**src/rtl/id_ex_stage.sv**
```systemverilog
// id_ex_stage: instruction decode stage plus ID/EX pipeline register for a
// MIPS-style pipeline.
//
// Holds the 32x32 register file (r0 hard-wired to zero), decodes the fetched
// instruction, reads its rs/rt operands with write-back bypass (and optional
// EX/MEM forwarding), detects data hazards and either registers the decoded
// instruction into the EX stage or inserts a bubble.
//
// Build option: define ID_EX_FORWARD_EN to enable EX/MEM forwarding. Then only
// load-use hazards stall. Without it, any used source that matches a pending
// EX or EX/MEM destination stalls.
//
// Ports:
//   clk, rst                          clock (rising edge), async active-high reset
//   if_valid, if_instr                instruction from fetch
//   id_ready                          fetch instruction accepted this cycle
//   flush                             squash the fetch instruction (branch taken)
//   wb_we, wb_addr, wb_data           register-file write port (MEM/WB)
//   exmem_we, exmem_addr, exmem_data  EX/MEM result for forwarding
//   ex_valid, ex_instr                EX stage instruction and its validity
//   ex_rega, ex_regb                  rs / rt operand values
//   ex_dest, ex_we, ex_memread        destination, write enable, load flag
module id_ex_stage #(
  parameter logic [31:0] RESET_INSTR = 32'h0000_0000
) (
  input  logic        clk,
  input  logic        rst,
  input  logic        if_valid,
  input  logic [31:0] if_instr,
  output logic        id_ready,
  input  logic        flush,
  input  logic        wb_we,
  input  logic [4:0]  wb_addr,
  input  logic [31:0] wb_data,
  input  logic        exmem_we,
  input  logic [4:0]  exmem_addr,
  input  logic [31:0] exmem_data,
  output logic        ex_valid,
  output logic [31:0] ex_instr,
  output logic [31:0] ex_regA,
  output logic [31:0] ex_regB,
  output logic [4:0]  ex_dest,
  output logic        ex_we,
  output logic        ex_memread
);

  typedef enum logic [5:0] {
    OP_RTYPE = 6'b000000,
    OP_BEQ   = 6'b000100,
    OP_BNE   = 6'b000101,
    OP_ADDI  = 6'b001000,
    OP_ADDIU = 6'b001001,
    OP_SLTI  = 6'b001010,
    OP_SLTIU = 6'b001011,
    OP_ANDI  = 6'b001100,
    OP_ORI   = 6'b001101,
    OP_XORI  = 6'b001110,
    OP_LW    = 6'b100011,
    OP_SW    = 6'b101011
  } opcode_e;

  logic [31:0] rf [32];

  logic [5:0]  opcode;
  logic [5:0]  func;
  logic [4:0]  rs;
  logic [4:0]  rt;
  logic [4:0]  rd;
  logic        use_rs;
  logic        use_rt;
  logic        writes;
  logic [4:0]  wdest;
  logic        dec_we;
  logic [4:0]  dec_dest;
  logic        dec_memread;
  logic [31:0] op_a;
  logic [31:0] op_b;
  logic        hazard;
  logic        accept;

  assign opcode = if_instr[31:26];
  assign func   = if_instr[5:0];
  assign rs     = if_instr[25:21];
  assign rt     = if_instr[20:16];
  assign rd     = if_instr[15:11];

  // Register file; r0 is never written and is also forced to zero on read.
  always_ff @(posedge clk or posedge rst) begin
    if (rst) begin
      for (int unsigned i = 0; i < 32; i++) rf[i] <= '0;
    end else if (wb_we && wb_addr != '0) begin
      rf[wb_addr] <= wb_data;
    end
  end

  // Source usage and destination decode.
  always_comb begin
    use_rs = 1'b1;
    use_rt = 1'b0;
    writes = 1'b0;
    wdest  = '0;
    case (opcode)
      OP_RTYPE: begin
        // Shift-immediate forms take their operand from rt only.
        use_rs = !(func == 6'b000000 || func == 6'b000010 || func == 6'b000011);
        use_rt = 1'b1;
        writes = 1'b1;
        wdest  = rd;
      end
      OP_BEQ, OP_BNE, OP_SW: use_rt = 1'b1;
      OP_ADDI, OP_ADDIU, OP_ANDI, OP_ORI, OP_XORI, OP_SLTI, OP_SLTIU, OP_LW: begin
        writes = 1'b1;
        wdest  = rt;
      end
      default: ;
    endcase
    dec_we      = writes && (wdest != '0);
    dec_dest    = dec_we ? wdest : '0;
    dec_memread = (opcode == OP_LW);
  end

  // Operand read: EX/MEM forward over WB bypass over register file.
  always_comb begin
    op_a = rf[rs];
    op_b = rf[rt];
    if (wb_we && wb_addr != '0 && wb_addr == rs) op_a = wb_data;
    if (wb_we && wb_addr != '0 && wb_addr == rt) op_b = wb_data;
`ifdef ID_EX_FORWARD_EN
    if (exmem_we && exmem_addr != '0 && exmem_addr == rs) op_a = exmem_data;
    if (exmem_we && exmem_addr != '0 && exmem_addr == rt) op_b = exmem_data;
`endif
    if (rs == '0) op_a = '0;
    if (rt == '0) op_b = '0;
  end

  function automatic logic src_hit(input logic [4:0] a, input logic urs, input logic urt,
                                   input logic [4:0] s, input logic [4:0] t);
    return (urs && s == a) || (urt && t == a);
  endfunction

`ifdef ID_EX_FORWARD_EN
  always_comb begin
    hazard = ex_valid && ex_memread && (ex_dest != '0) &&
             src_hit(ex_dest, use_rs, use_rt, rs, rt);
  end
`else
  // ex_we is only ever set with a non-zero ex_dest, so no separate zero check.
  always_comb begin
    hazard = (ex_we && src_hit(ex_dest, use_rs, use_rt, rs, rt)) ||
             (exmem_we && exmem_addr != '0 && src_hit(exmem_addr, use_rs, use_rt, rs, rt));
  end

  logic unused_exmem_data;
  assign unused_exmem_data = ^exmem_data;
`endif

  // A squashed or absent instruction never stalls; flush wins over a hazard.
  assign id_ready = !(if_valid && !flush && hazard);
  assign accept   = if_valid && !flush && !hazard;

  always_ff @(posedge clk or posedge rst) begin
    if (rst) begin
      ex_valid   <= 1'b0;
      ex_instr   <= RESET_INSTR;
      ex_regA    <= '0;
      ex_regB    <= '0;
      ex_dest    <= '0;
      ex_we      <= 1'b0;
      ex_memread <= 1'b0;
    end else if (accept) begin
      ex_valid   <= 1'b1;
      ex_instr   <= if_instr;
      ex_regA    <= op_a;
      ex_regB    <= op_b;
      ex_dest    <= dec_dest;
      ex_we      <= dec_we;
      ex_memread <= dec_memread;
    end else begin
      ex_valid   <= 1'b0;
      ex_instr   <= RESET_INSTR;
      ex_regA    <= '0;
      ex_regB    <= '0;
      ex_dest    <= '0;
      ex_we      <= 1'b0;
      ex_memread <= 1'b0;
    end
  end

endmodule

```
**config.mk**
```make
export PLATFORM = sky130hd
export DESIGN_NAME = id_ex_stage
export DESIGN_NICKNAME = d
export VERILOG_FILES = /design/src/rtl/id_ex_stage.sv
export SDC_FILE = /design/constraint.sdc
export NUM_CORES = 2
export LEC_CHECK = 0
export ABC_AREA = 1
export ABC_CLOCK_PERIOD_IN_PS = 47900
export BUFFER_PORTS_ARGS = -buffer_cell sky130_fd_sc_hd__buf_4
export CORE_MARGIN = 2
export CORE_UTILIZATION = 45
export DETAILED_ROUTE_END_ITERATION = 16
export SLEW_MARGIN = 10
export SYNTH_ARGS = -nofsm -noshare
export SYNTH_HDL_FRONTEND = slang
export SYNTH_SLANG_ARGS = --single-unit
export TNS_END_PERCENT = 5
```
**constraint.sdc**
```tcl
create_clock -name clk -period 47.9 [get_ports clk]
set_clock_uncertainty 0.2 [all_clocks]
set_input_delay 4.79 -clock clk [delete_from_list [all_inputs] [get_ports clk]]
set_output_delay 4.79 -clock clk [all_outputs]
set_load 0.01 [all_outputs]
```
==> run_results.csv <==
group,metric,value,unit
status,status,"finished clean",
route,routedWlPerCell,24.2,um
critical_path,start_kind,"input pin",
route,viasPerCell,5.88,
sta,fin_crit,11.71,ns
cts,clockBufferDepth,3,
cts,clk_pin_slew_worst_paths,0.05,ns
route,routed_wl,246000,um
logic_synthesis,yosysUniqueCellTypes,25,
place,hpwlAfterDp,128000,um
logic_synthesis,synth_area_per_cell,7.11,um2
floorplanning,die_h,373,um
global_routing,grt_pass1_vias,55905,
route,drtAntennaViolNets,0,
sta,fin_crit_sh,24.4,%
route,drcViolationCount,0,
sta,finalSetupTns,0,ns
logic_synthesis,synth.top_cell.area_share,46.0,%
sta,tightestPinTransition,1.22,ns
critical_path,crit_fanout,117,
logic_synthesis,ys_ff_latch,1128,
sta,finalSetupViolCount,0,
layout,layout_common_cells,"2845 x nand2_1, 1233 x o21ai_0, 1128 x dfrtp_1, 636 x inv_1, 552 x nand3_1",
global_routing,antenna_found_initial,15,
floorplanning,die_x,373,um
logic_synthesis,synth_top_cell_by_area,"dfrtp_1",
min_path,hold_class,"register to register",
flow_run,maxCapViolCount,0,
place,gp_congestion,0.865,
layout,fillers,13521,
sta,max_slew_margin,18.7,%
cts,cts_tree,"done",
power,ir_drop,30.9,uV
logic_synthesis,mappedNetlistArea,61400,um2
sta,grt_setup_unrepaired,"false",
floorplanning,num_io_pins,217,
logic_synthesis,netlist_instances,8628,
layout,final_common_cell,"nand2_1",
place,placed_cells,9941,
sta,hold_viol_final,0,
cts,clock_sinks,1128,
place,numPortBuffers,184,
cts,ctsResizeCount,0,
logic_synthesis,synth_warnings,0,
route,drtPass1Iterations,8,
global_routing,overflow,0,
cts,post_cts_buffers,0,
power,power_density,41.2,nW/um2
floorplanning,dieArea,139000,um2
layout,finalNetCount,8408,
floorplanning,coreArea,135000,um2
route,via_count,59787,
cts,cts_inserted_buffers,133,
critical_path,endpoint_kind,"output port",
cts,clk_latency,0.77,ns
critical_path,worst-setup-path-type,"input pin to output port",
cts,htree_levels,4,
global_routing,grtUsageTotal,35.1,%
sta,max_freq,0.0854,GHz
power,p_leak,32.7,nW
layout,area_growth,9.95,%
cts,cts_root_buf,"clkbuf_16",
route,drt_iter0_drc,7500,
floorplanning,initial_core_util,45.3,%
critical_path,crit_required,42.91,ns
logic_synthesis,synth-seq-area-share,46.0,%
logic_synthesis,synth_fp_nets,8740,
critical_path,crit_arrival,6.72,ns
layout,drive_gt1_share,6.62,%
floorplanning,rows,135,
logic_synthesis,synth.top_cells.by_area,"dfrtp_1 46%, nand2_1 18%, o21ai_0 10%",
global_routing,grt_pass1_wl,367000,um
layout,post_layout_nonfiller_instances,10170,
cts,cts_hold_buf,0,
global_routing,grt_max_degree,182,
sta,finalMaxSlewViolations,0,
-- per-stage QoR --
step	total power, W	cell area (um2)	hold slack (ns)	utilization (%)	setup slack, ns
after floorplan	0.00160	61400	0.229	-	11.14
after global placement	0.00173	63100	0.165	46.6	36.19
after detailed placement	0.00175	63100	0.166	46.6	36.21
after CTS	0.00278	67400	0.178	49.8	36.21
after global routing	0.00293	67500	0.184	49.8	36.06
final	0.00278	67500	0.175	49.8	36.19
-- path summary, 6_finish.rpt --
check	end	from	depth (start not counted)	slack [ns]
max	id_ready	if_instr[16]	10	36.19
min	rf[1001]	rf[1001]	0	0.17
max reg2reg	ex_regA[27]	ex_dest[2]	8	45.20
min reg2reg	rf[1001]	rf[1001]	0	0.17
max in group asynchronous	rf[450]	rst	6	39.54
min in group asynchronous	rf[732]	rst	2	3.96
-- area by class of cell --
cell class	count	area, um2	area share (%)
sequential	1128	28200	41.8
inverter	654	2500	3.70
multi-input combinational	6084	27800	41.2
antenna	1	2.50	0.00371
tap	1781	2230	3.30
clock buffer	193	3910	5.80
clock inverter	34	439	0.651
timing repair buffer	295	2360	3.51
-- state kept, by name (all words and copies together), names as in the netlist --
name	flops
rf	1024
ex_instr	32
ex_regA	32
ex_regB	32
ex_dest	5
ex_memread	1
ex_valid	1
ex_we	1
-- where the power goes --
part           leakage (nW)  switching [W]  internal (W)
clock                  2.14       0.000423      0.000617
sequential             14.5       0.000100       0.00112
combinational          16.0       0.000344      0.000177
-- layer usage --
metal / up-vias / track usage (%) / routed length (um)
met5: - / 0 / 85
met4: 14 / 16.7 / 12500
met3: 680 / 7.50 / 26900
met2: 3365 / 52.8 / 105000
met1: 28414 / 48.1 / 102000
li1: 27314 / - / -
-- kinds of logic (layout without fill, tap and decap cells) --
| group | after synthesis | after routing | synth area share [%] |
|---|---|---|---|
| compound gates | 2117 | 2117 | 19.2 |
| xor+xnor | 16 | 16 | 0.228 |
| flops | 1128 | 1128 | 46.0 |
| simple gates | 3951 | 3951 | 25.6 |
| buf+inv | 1416 | 1176 | 9.02 |
| other cells | 0 | 1 | 0 |
-- synth_stat cells --
library cell     n
inv_1          641
xnor2_1          8
nor3_2           7
nand3_1        553
xor2_1           8
buf_4            2
nor4_4           1
clkinv_1         5
o21ai_0       1233
nor4_1           1
o21ai_1         21
nand4_1         40
dfrtp_1       1128
a22oi_1          1
buf_2          172
a21oi_1        399
inv_2            8
nand2_1       2874
clkbuf_1       522
nor3_1           5
nor2_1         466
nor2_2           4
o22ai_1          2
buf_1           66
o211ai_1       461
-- worst max-delay path, stage by stage --
cell and delay [ns]:
buf_8 0.59, inv_8 0.42, o22ai_1 0.27, nor2_1 0.06, nand3_1 0.09, nand2_1 0.07
nand2_1 0.12, nand2_1 0.07, nand2_1 0.07, buf_4 0.12
Note: power is estimated with default switching activity, not from simulation.
